## src/rtl/demux_pkg.sv

```systemverilog
// Shared definitions for the demux scheduler: channel count, FSM encoding
// and index/one-hot conversion helpers.
package demux_pkg;

    localparam int NUM_CH = 4;

    localparam logic [2:0] S_IDLE   = 3'd0;
    localparam logic [2:0] S_ARB    = 3'd1;
    localparam logic [2:0] S_SETTLE = 3'd2;
    localparam logic [2:0] S_XFER   = 3'd3;
    localparam logic [2:0] S_DRAIN  = 3'd4;

    typedef enum logic [2:0] {
        IDLE   = S_IDLE,
        ARB    = S_ARB,
        SETTLE = S_SETTLE,
        XFER   = S_XFER,
        DRAIN  = S_DRAIN
    } state_t;

    function automatic logic [NUM_CH-1:0] idx2oh(input logic [1:0] idx);
        logic [NUM_CH-1:0] oh;
        oh      = '0;
        oh[idx] = 1'b1;
        return oh;
    endfunction

    function automatic logic [1:0] oh2idx(input logic [NUM_CH-1:0] oh);
        logic [1:0] idx;
        idx = '0;
        for (int i = 0; i < NUM_CH; i++)
            if (oh[i]) idx = 2'(i);
        return idx;
    endfunction

endpackage

```

## src/rtl/rr_arb4.sv

```systemverilog
// Combinational 4-way round-robin picker: first requester found searching
// upward from ptr+1, wrapping.
module rr_arb4
    import demux_pkg::*;
(
    input  logic [NUM_CH-1:0] req,
    input  logic [1:0]        ptr,
    output logic [NUM_CH-1:0] gnt,
    output logic [1:0]        idx,
    output logic              any
);

    logic [1:0] cand;

    always_comb begin
        any  = 1'b0;
        idx  = '0;
        cand = '0;
        // 2-bit add wraps naturally; i = NUM_CH revisits ptr itself last
        for (int i = 1; i <= NUM_CH; i++) begin
            cand = ptr + 2'(i);
            if (!any && req[cand]) begin
                any = 1'b1;
                idx = cand;
            end
        end
        gnt = any ? idx2oh(idx) : '0;
    end

endmodule

```

## src/rtl/demux_sched.sv

```systemverilog
// Round-robin scheduler feeding one serial stream into the 1-to-4 demux:
// arbitrate, hold select for HOLD cycles, then forward up to BURST beats.
module demux_sched
    import demux_pkg::*;
#(
    parameter int HOLD  = 2,
    parameter int BURST = 4
) (
    input  logic              clk,
    input  logic              rst_n,
    input  logic [NUM_CH-1:0] dest_req,
    input  logic              in_valid,
    input  logic              in_data,
    output logic              in_ready,
    output logic              s1,
    output logic              s2,
    output logic              f,
    output logic              strobe,
    output logic [NUM_CH-1:0] grant,
    output logic              busy
);

    state_t            state, state_nxt;
    logic [1:0]        ptr;
    logic [1:0]        sel;
    logic [3:0]        scnt;
    logic [3:0]        bcnt;
    logic [NUM_CH-1:0] arb_gnt;
    logic [1:0]        arb_idx;
    logic              arb_any;
    logic              req_cur;
    logic              hs;
    logic              last_beat;

    rr_arb4 u_arb (
        .req (dest_req),
        .ptr (ptr),
        .gnt (arb_gnt),
        .idx (arb_idx),
        .any (arb_any)
    );

    assign req_cur   = dest_req[sel];
    assign in_ready  = (state == XFER) && req_cur;
    assign hs        = in_ready && in_valid;
    assign last_beat = (bcnt == 4'(BURST - 1));
    assign {s1, s2}  = sel;
    assign busy      = (state != IDLE);

    always_ff @(posedge clk or negedge rst_n) begin
        if (!rst_n) state <= IDLE;
        else        state <= state_nxt;
    end

    always_comb begin
        state_nxt = state;
        case (state)
            IDLE:    if (|dest_req) state_nxt = ARB;
            ARB:     state_nxt = arb_any ? SETTLE : IDLE;
            SETTLE:  if (scnt == 4'(HOLD - 1)) state_nxt = XFER;
            // a drop of dest_req wins over the final beat: in_ready is already low
            XFER:    if (!req_cur || (hs && last_beat)) state_nxt = DRAIN;
            DRAIN:   state_nxt = ARB;
            default: state_nxt = IDLE;
        endcase
    end

    always_ff @(posedge clk or negedge rst_n) begin
        if (!rst_n) begin
            ptr   <= 2'd3;
            sel   <= '0;
            grant <= '0;
            scnt  <= '0;
            bcnt  <= '0;
        end else begin
            case (state)
                ARB: if (arb_any) begin
                    grant <= arb_gnt;
                    sel   <= arb_idx;
                    scnt  <= '0;
                end
                SETTLE: begin
                    if (scnt != 4'hf) scnt <= scnt + 4'd1;
                    bcnt <= '0;
                end
                XFER:    if (hs && bcnt != 4'hf) bcnt <= bcnt + 4'd1;
                DRAIN:   ptr <= sel;
                default: ;
            endcase
        end
    end

    // Beat is registered so it lands on q while select is still held
    always_ff @(posedge clk or negedge rst_n) begin
        if (!rst_n) begin
            f      <= 1'b0;
            strobe <= 1'b0;
        end else begin
            f      <= hs & in_data;
            strobe <= hs;
        end
    end

endmodule

```

## config.mk

```make
export PLATFORM = sky130hd
export DESIGN_NAME = demux_sched
export DESIGN_NICKNAME = d
export VERILOG_FILES = /design/src/rtl/demux_pkg.sv /design/src/rtl/rr_arb4.sv /design/src/rtl/demux_sched.sv
export SDC_FILE = /design/constraint.sdc
export NUM_CORES = 1
export LEC_CHECK = 0
export ABC_CLOCK_PERIOD_IN_PS = 2600
export BUFFER_PORTS_ARGS = -buffer_cell sky130_fd_sc_hd__buf_2
export CAP_MARGIN = 10
export CORE_MARGIN = 1.5
export CORE_UTILIZATION = 55
export CTS_BUF_LIST = sky130_fd_sc_hd__clkbuf_8
export CTS_CLUSTER_DIAMETER = 60
export DETAILED_ROUTE_END_ITERATION = 10
export PLACE_DENSITY_LB_ADDON = 0.2
export SYNTH_ARGS = -nofsm -noshare
export SYNTH_HDL_FRONTEND = slang
export SYNTH_SLANG_ARGS = --single-unit
export TNS_END_PERCENT = 100
```

## constraint.sdc

```tcl
create_clock -name clk -period 2.6 [get_ports clk]
set_input_delay 0.78 -clock clk [delete_from_list [all_inputs] [get_ports clk]]
set_output_delay 0.78 -clock clk [all_outputs]
set_load 0.05 [all_outputs]
```

==> impl_metrics.yaml, run 1 <==
run_status:
  outcome: "finished clean"
setup_path:
  cpLargestDelayFamily: "multiplexers"
  crit_end: "in_ready"
  timing.critical_path.mode_cell: "buf_2"
  regToRegEndpoint: "bcnt[1]$_DFFE_PN0P_"
  regToRegSetupSlack_ns: 0.73
  worst_ep_required_time_ns: 1.82
  number_of_cells_traversed_by_the_worst_register_to_register_path: 5
  crit_fanout: 5
  critical_path.slowest_cell: "mux4_2"
  timing.critical_path.arrival_ns: 1.78
  worstReg2RegStart: "sel[1]$_DFFE_PN0P_"
  setup.worst_path.start_class: "primary input"
  cell_chain_of_the_critical_path: "buf_2, mux4_2, and3_4, buf_2"
  timing.critical_path.slowest_cell_delay_ns: 0.47
  worst-path-buf-inv: 2
  critPathKind: "primary input to output pin"
  critical_path_cell_count: 4
  setup.worst_path.start: "dest_req[2]"
  cp-end-kind: "output pin"
power:
  netSwitchingFraction: 0.457
  seqPwrFrac: 0.401
  powerDensity_nw_per_um2: 1180
  static-leakage-power_nw: 0.609
  power_mw: 1.50
  switching_power_uw: 685
  clock_power_share: 0.138
  worst_ir_drop_vdd_v: 0.000748
  power.share.combinational: 0.460
  p_int_uw: 813
clock_tree:
  post_cts_repair_timing_setup_buffer_count: 0
  clock_latency_ns: 0.26
  cts-buffers-inserted: 3
  cts_repair_resize_count: 0
  hold_buffers_post_cts: 0
  ctsHtreeMaxLevel: 1
  cts_tree: "yes"
  path_clk_slew_ns: 0.08
  max-clock-path-buffers: 2
  cts_root_buffer: "clkbuf_8"
  numClockSinks: 21
floorplanning:
  core_um2: 1920
  core.rowCount: 16
  fp.dieArea_um2: 2290
  die_width_um: 47.8
  vertical_die_dimension_um: 47.8
  i_o_pin_cnt: 18
  initial_core_util: 0.576
layout:
  finish.net_count: 137
  final_layout_size_suffix_gt1_frac: 0.280
  antenna_cell_count: 0
  p_r_area_growth_vs_syn_pct: 14.9
  final_core_util: 0.661
  layout.filler_cells: 164
sta:
  final-max-slew-violation-count: 0
  final.min_clock_period_ns: 2.56
  timing.setup.tns_ns: 0
  min_period_over_period: 0.984
  grt_setup_unrepaired: "no"
  timing.max_slew.rel_slack: 0.691
  finClkSkew_ns: 0.00335
  timing_worst_slew_pin_value_ns: 0.463
  report.final.setup_viol: 0
  max_clock_freq_mhz: 391
  hold_ws_ns: 0.463
  finalHoldViolCount: 0
synth:
  yosysWarningCount: 0
  syn_nets: 115
  syn_area_per_cell_um2: 10.6
  netlist_instances: 104
  synth_seq_area_share: 0.477
  number_of_flip_flops_and_latches_in_the_synthesized_netlist: 21
  synth_cell_types: 35
  syn_area_um2: 1110
global_routing:
  grt_start_max_net_pins: 22
  first_global_vias: 712
  gr-usage-all-layers: 0.199
  global_route.overflow_total: 0
  antenna_found_initial: 0
  grt_pass1_wl_mm: 3.08
drt:
  wl_met3_um: 56
  drtAntennaViolNets: 0
  wl_mm: 2.05
  routed_vias: 857
  highest-signal-layer: "met4"
  drt-wirelength-per-cell_um: 13.5
  routed_via_density: 5.64
  number_of_detailed_route_iterations_in_the_first_pass: 4
  wirelength_met1_um: 954
  drt-initial-drc-count: 18
  drcViolationCount: 0
  wl_met2_mm: 1.03
hold_path:
  holdCritPathClass: "primary input to async pin"
flow_run:
  max-cap-violations: 0
placement:
  number_of_buffers_added_on_ports: 17
  gp_routability_congestion: 0.766
## through the flow
step	std cells	instance area, um2	setup WS (ns)
after CTS	152	1270	0.0398
after global routing	152	1270	0.0212
final	152	1270	0.0417
after detailed placement	148	1230	0.0405
after global placement	148	1230	0.0489
after floorplan	104	1110	0.239
## layout by cell type (no fill, tap or decap), drive strengths merged, types with 3 or more instances in the layout
master / instances
ha: 3
and3: 6
nand3: 7
dfrtp: 19
a21oi: 5
nand2: 8
buf: 20
o31ai: 4
or3: 3
nor3: 3
clkbuf: 3
mux2: 3
nor2b: 3
nor2: 4
o21ai: 7
nor3b: 4
inv: 3
## logic make-up after synthesis
group	synth area share
DFF	0.477
muxes	0.0690
and+or+nand+nor	0.251
buffers and inverters	0.0260
adders and majority gates	0.0339
AOI/OAI and AO/OA	0.143
## metal layers
metal  vias to the layer above  global-route usage
met4                         0              0.0811
li1                        425                   -
met5                         -                   0
met3                         2              0.0340
met1                       413               0.251
met2                        17               0.336
## worst min-delay path by stage
stage | startpoint | endpoint | slack [ns] | cells past startpoint
3_3_place_gp | grant[0]$_DFFE_PN0P_ | grant[0]$_DFFE_PN0P_ | 0.46 | 2
2_1_floorplan | bcnt[0]$_DFFE_PN0P_ | bcnt[0]$_DFFE_PN0P_ | 0.47 | 1
3_5_place_dp | grant[0]$_DFFE_PN0P_ | grant[0]$_DFFE_PN0P_ | 0.47 | 2
6_report | rst_n | scnt[3]$_DFFE_PN0P_ | 0.46 | 1
5_1_grt | rst_n | scnt[3]$_DFFE_PN0P_ | 0.50 | 1
4_1_cts | rst_n | scnt[3]$_DFFE_PN0P_ | 0.47 | 1
## final cells by class
type                    count  area, um2  share of cell area
clock buffers               3       41.3              0.0325
clock inverters             1       3.75             0.00295
inverters                   2       7.51             0.00591
multi-input cells          78        549               0.432
flip-flops and latches     21        528               0.415
well taps                  27       33.8              0.0266
repair buffers             20        108              0.0846
## power by group through the flow
| stage | clock [mW] | sequential, mW | combinational [mW] |
|---|---|---|---|
| 5_1_grt | 0.225 | 0.626 | 0.761 |
| 6_report | 0.207 | 0.601 | 0.690 |
| 2_1_floorplan | 0 | 0.697 | 0.445 |
| 3_3_place_gp | 0 | 0.598 | 0.676 |
| 3_5_place_dp | 0 | 0.605 | 0.698 |
| 4_1_cts | 0.214 | 0.600 | 0.698 |
## registers in the layout (all words and copies together), names as in the netlist
| name | count |
|---|---|
| bcnt | 4 |
| grant | 4 |
| scnt | 4 |
| state | 3 |
| ptr | 2 |
| sel | 2 |
| f | 1 |
| strobe | 1 |
## cells in the mapped netlist (all sizes together)
master | number | share of area
nand3 | 7 | 0.041
nor3b | 4 | 0.037
nor2b | 3 | 0.017
mux4 | 1 | 0.020
a211oi | 1 | 0.011
o21ai | 7 | 0.032
and3 | 6 | 0.038
dfrtp | 19 | 0.43
ha | 3 | 0.034
nand2b | 2 | 0.011
a311oi | 1 | 0.0079
mux2 | 3 | 0.031
o41ai | 1 | 0.0079
or4 | 1 | 0.0068
and4b | 1 | 0.0091
a21oi | 5 | 0.023
a31oi | 2 | 0.011
and2 | 1 | 0.0057
inv | 2 | 0.0068
dfstp | 2 | 0.048
a21o | 1 | 0.0068
buf | 3 | 0.019
mux2i | 2 | 0.018
or3 | 3 | 0.017
a22o | 2 | 0.016
nor3 | 3 | 0.014
or2 | 1 | 0.0057
and3b | 1 | 0.0079
o31ai | 4 | 0.027
nand2 | 8 | 0.027
nor2 | 4 | 0.014
No activity file was read; power rests on OpenSTA's default activity.
==> run 2: changes to the inputs <==
- RECOVER_POWER: default -> 50
==> impl_metrics.yaml, run 2 (synthesis gave the netlist of run 1 again) <==
layout:
  final_cell_mix: "19 x dfrtp_1, 14 x buf_2, 8 x nand2_1"
  finish.net_count: 137
  commonest_non_fill_non_tap_cell_in_the_layout: "dfrtp_1"
  biggest_registers_after_layout: "bcnt x4, grant x4, scnt x4"
  antenna_cell_count: 0
  final_core_util: 0.660
  p_r_area_growth_vs_syn_pct: 14.6
  final_layout_size_suffix_gt1_frac: 0.256
  layout.filler_cells: 166
sta:
  report.final.setup_viol: 0
  timing.setup.tns_ns: 0
  finalHoldViolCount: 0
  final.min_clock_period_ns: 2.56
  max_clock_freq_mhz: 391
  grt_setup_unrepaired: "no"
  timing_worst_slew_pin_value_ns: 1.11
  min_period_over_period: 0.984
  timing.max_slew.rel_slack: 0.262
  finClkSkew_ns: 0.00335
  final-max-slew-violation-count: 0
hold_path:
  hold_path_depth: 2
  holdCritPathClass: "flip-flop to flip-flop"
power:
  seqPwrFrac: 0.402
  netSwitchingFraction: 0.458
  switching_power_uw: 685
  static-leakage-power_nw: 0.598
  clock_power_share: 0.139
  power.share.combinational: 0.460
  p_int_uw: 811
  powerDensity_nw_per_um2: 1180
  worst_ir_drop_vdd_v: 0.000748
clock_tree:
  ctsHtreeMaxLevel: 1
  cts_tree: "yes"
  cts_repair_resize_count: 0
  max-clock-path-buffers: 2
  hold_buffers_post_cts: 0
  path_clk_slew_ns: 0.08
  cts_root_buffer: "clkbuf_8"
  clock_latency_ns: 0.26
  post_cts_repair_timing_setup_buffer_count: 0
  cts-buffers-inserted: 3
  numClockSinks: 21
setup_path:
  critical_path.slowest_cell: "mux4_2"
  timing.critical_path.arrival_ns: 1.78
  timing.critical_path.mode_cell: "buf_2"
  timing.critical_path.slowest_cell_delay_ns: 0.47
  crit_fanout: 5
  worst-path-buf-inv: 2
  cp-end-kind: "output pin"
  cpLargestDelayFamily: "multiplexers"
  setup.worst_path.start_class: "primary input"
  critPathKind: "primary input to output pin"
  cell_chain_of_the_critical_path: "buf_2, mux4_2, and3_4, buf_2"
  critical_path_cell_count: 4
  number_of_cells_traversed_by_the_worst_register_to_register_path: 5
  worst_ep_required_time_ns: 1.82
global_routing:
  global_route.overflow_total: 0
  grt_start_max_net_pins: 22
  grt_pass1_wl_mm: 3.08
  gr-usage-all-layers: 0.199
  antenna_found_initial: 0
  first_global_vias: 712
floorplanning:
  vertical_die_dimension_um: 47.8
  core_um2: 1920
  i_o_pin_cnt: 18
  initial_core_util: 0.576
  core.rowCount: 16
  die_width_um: 47.8
  fp.dieArea_um2: 2290
placement:
  gp_routability_congestion: 0.766
  number_of_buffers_added_on_ports: 17
drt:
  wl_mm: 2.05
  drtAntennaViolNets: 0
  drcViolationCount: 0
  drt-initial-drc-count: 18
  drt-wirelength-per-cell_um: 13.5
  number_of_detailed_route_iterations_in_the_first_pass: 4
  routed_via_density: 5.64
  routed_vias: 857
run_status:
  outcome: "finished clean"
flow_run:
  max-cap-violations: 0
[run 2: tightest hold or removal path: stages, from the launching register on]
cell and delay (ns):
dfrtp_1 0.34, nand2_1 0.04, o21ai_0 0.06
[run 2: layer usage]
metal  track usage  wire length [um]  vias to the layer above
met1         0.251               955                      413
met3        0.0340                56                        2
li1              -                 -                      425
met5             0                 0                        -
met2         0.336              1030                       17
met4        0.0811                12                        0
[run 2: stage by stage]
stage / instance area (um2) / cells / hold slack [ns] / worst slack (ns) / power, mW
6_report: 1270 / 152 / 0.476 / 0.0417 / 1.50
2_1_floorplan: 1110 / 104 / 0.467 / 0.239 / 1.14
4_1_cts: 1270 / 152 / 0.474 / 0.0398 / 1.51
5_1_grt: 1270 / 152 / 0.508 / 0.0212 / 1.61
3_5_place_dp: 1230 / 148 / 0.465 / 0.0405 / 1.30
3_3_place_gp: 1230 / 148 / 0.463 / 0.0489 / 1.27
[run 2: final cells by class]
type,count,area [um2],area share
well taps,27,33.8,0.0267
clock buffers,3,41.3,0.0326
flip-flops and latches,21,528,0.417
multi-input cells,78,549,0.433
clock inverters,1,3.75,0.00296
inverters,2,7.51,0.00592
repair buffers,20,104,0.0819
[run 2: path summary, 6_finish.rpt]
check	slack (ns)	endpoint	from
worst max-delay path	0.04	in_ready	dest_req[2]
worst min-delay path	0.48	grant[0]$_DFFE_PN0P_	grant[0]$_DFFE_PN0P_
worst max register to register	0.73	bcnt[1]$_DFFE_PN0P_	sel[1]$_DFFE_PN0P_
worst min register to register	0.48	grant[0]$_DFFE_PN0P_	grant[0]$_DFFE_PN0P_
max in group asynchronous	1.23	strobe$_DFF_PN0_	rst_n
min in group asynchronous	0.71	scnt[3]$_DFFE_PN0P_	rst_n
[run 2: power by group through the flow]
| stage | sequential (mW) | combinational (mW) | clock [mW] |
|---|---|---|---|
| 2_1_floorplan | 0.697 | 0.445 | 0 |
| 3_3_place_gp | 0.598 | 0.676 | 0 |
| 3_5_place_dp | 0.605 | 0.698 | 0 |
| 4_1_cts | 0.600 | 0.698 | 0.214 |
| 5_1_grt | 0.626 | 0.759 | 0.225 |
| 6_report | 0.601 | 0.688 | 0.207 |
==> run 3: changes to the inputs <==
- REMOVE_ABC_BUFFERS: default -> 1
==> impl_metrics.yaml, run 3 (synthesis gave the netlist of run 1 again) <==
run_status:
  outcome: "finished clean"
setup_path:
  worst_ep_required_time_ns: 1.82
  setup.worst_path.start_class: "primary input"
  critPathKind: "primary input to output pin"
  cp-end-kind: "output pin"
  crit_fanout: 5
  timing.critical_path.arrival_ns: 1.79
global_routing:
  global_route.overflow_total: 0
  grt_start_max_net_pins: 22
  antenna_found_initial: 0
  grt_pass1_wl_mm: 3.14
  gr-usage-all-layers: 0.198
  first_global_vias: 715
drt:
  drcViolationCount: 0
  wl_mm: 1.99
  number_of_detailed_route_iterations_in_the_first_pass: 4
  drt-initial-drc-count: 14
  drtAntennaViolNets: 0
  routed_via_density: 5.71
  routed_vias: 868
  drt-wirelength-per-cell_um: 13.1
  wl_met3_um: 76
  wl_met2_um: 944
  wirelength_met1_um: 962
  highest-signal-layer: "met4"
clock_tree:
  cts_tree: "yes"
  ctsHtreeMaxLevel: 1
  cts-buffers-inserted: 3
  cts_repair_resize_count: 0
  max-clock-path-buffers: 2
  post_cts_repair_timing_setup_buffer_count: 0
  cts_root_buffer: "clkbuf_8"
  path_clk_slew_ns: 0.07
  clock_latency_ns: 0.25
  numClockSinks: 21
  hold_buffers_post_cts: 0
floorplanning:
  vertical_die_dimension_um: 47.8
  core.rowCount: 16
  fp.dieArea_um2: 2290
  die_width_um: 47.8
  initial_core_util: 0.576
  core_um2: 1920
  i_o_pin_cnt: 18
sta:
  finClkSkew_ns: 0.00124
  min_period_over_period: 0.988
  timing_worst_slew_pin_value_ns: 1.10
  finalHoldViolCount: 0
  timing.max_slew.rel_slack: 0.264
  grt_setup_unrepaired: "no"
  final.min_clock_period_ns: 2.57
  final-max-slew-violation-count: 0
  report.final.setup_viol: 0
  timing.setup.tns_ns: 0
  max_clock_freq_mhz: 389
  hold_ws_ns: 0.484
layout:
  biggest_registers_after_layout: "bcnt x4, grant x4, scnt x4"
  finish.net_count: 137
  p_r_area_growth_vs_syn_pct: 14.7
  antenna_cell_count: 0
  final_cell_mix: "19 x dfrtp_1, 15 x buf_2, 8 x nand2_1"
  layout.filler_cells: 184
  final_layout_size_suffix_gt1_frac: 0.264
  commonest_non_fill_non_tap_cell_in_the_layout: "dfrtp_1"
  stdcell_area_um2: 1270
placement:
  dpl-instance-area_um2: 1230
  number_of_buffers_added_on_ports: 17
  place.detailed.hpwl_mm: 1.48
  gp_routability_congestion: 0.760
flow_run:
  max-cap-violations: 0
power:
  worst_ir_drop_vdd_v: 0.000680
  powerDensity_nw_per_um2: 1180
  static-leakage-power_nw: 0.602
hold_path:
  holdCritPathClass: "flip-flop to flip-flop"
==> run 3: cell count changes in the layout (fill, tap and decap cells not counted), sizes merged <==
cell    change
buf         +1
clkbuf      -1
==> run 3: final timing paths <==
| path | slack [ns] | end | from | depth (start not counted) |
|---|---|---|---|---|
| min in group asynchronous | 0.71 | scnt[3]$_DFFE_PN0P_ | rst_n | 1 |
| min | 0.48 | grant[1]$_DFFE_PN0P_ | grant[1]$_DFFE_PN0P_ | 2 |
| max in group asynchronous | 1.23 | bcnt[0]$_DFFE_PN0P_ | rst_n | 1 |
| min reg2reg | 0.48 | grant[1]$_DFFE_PN0P_ | grant[1]$_DFFE_PN0P_ | 2 |
| max | 0.03 | in_ready | dest_req[2] | 4 |
| max reg2reg | 0.75 | bcnt[1]$_DFFE_PN0P_ | sel[1]$_DFFE_PN0P_ | 5 |
==> run 3: critical path, stage by stage <==
cell	delay, ns
buf_2	0.12
mux4_2	0.48
and3_4	0.21
buf_2	0.20
==> run 3: layout make-up <==
class	count	area, um2	area share
Multi-Input combinational cell	78	549	0.433
Sequential cell	21	528	0.416
Timing Repair Buffer	20	105	0.0828
Clock buffer	3	41.3	0.0325
Tap cell	27	33.8	0.0266
Inverter	2	7.51	0.00592
Clock inverter	1	3.75	0.00296
==> run 3: layer usage <==
metal  vias to the layer above  track usage
met2                        20        0.317
met1                       422        0.273
met4                         0       0.0811
li1                        424            -
met5                         -            0
met3                         2       0.0226
==> run 3: per-stage QoR <==
| step | power, mW | utilization | std cells | worst slack, ns |
|---|---|---|---|---|
| 2_1_floorplan | 1.12 | - | 101 | 0.314 |
| 3_3_place_gp | 1.27 | 0.638 | 148 | 0.0497 |
| 3_5_place_dp | 1.30 | 0.638 | 148 | 0.0375 |
| 4_1_cts | 1.51 | 0.661 | 152 | 0.0348 |
| 5_1_grt | 1.61 | 0.660 | 152 | 0.00738 |
| 6_report | 1.50 | 0.660 | 152 | 0.0308 |
==> run 3: power by group <==
group,internal (mW),total [mW],switching (mW)
sequential,0.455,0.601,0.146
clock,0.105,0.206,0.101
combinational,0.252,0.688,0.436
total,0.812,1.50,0.684
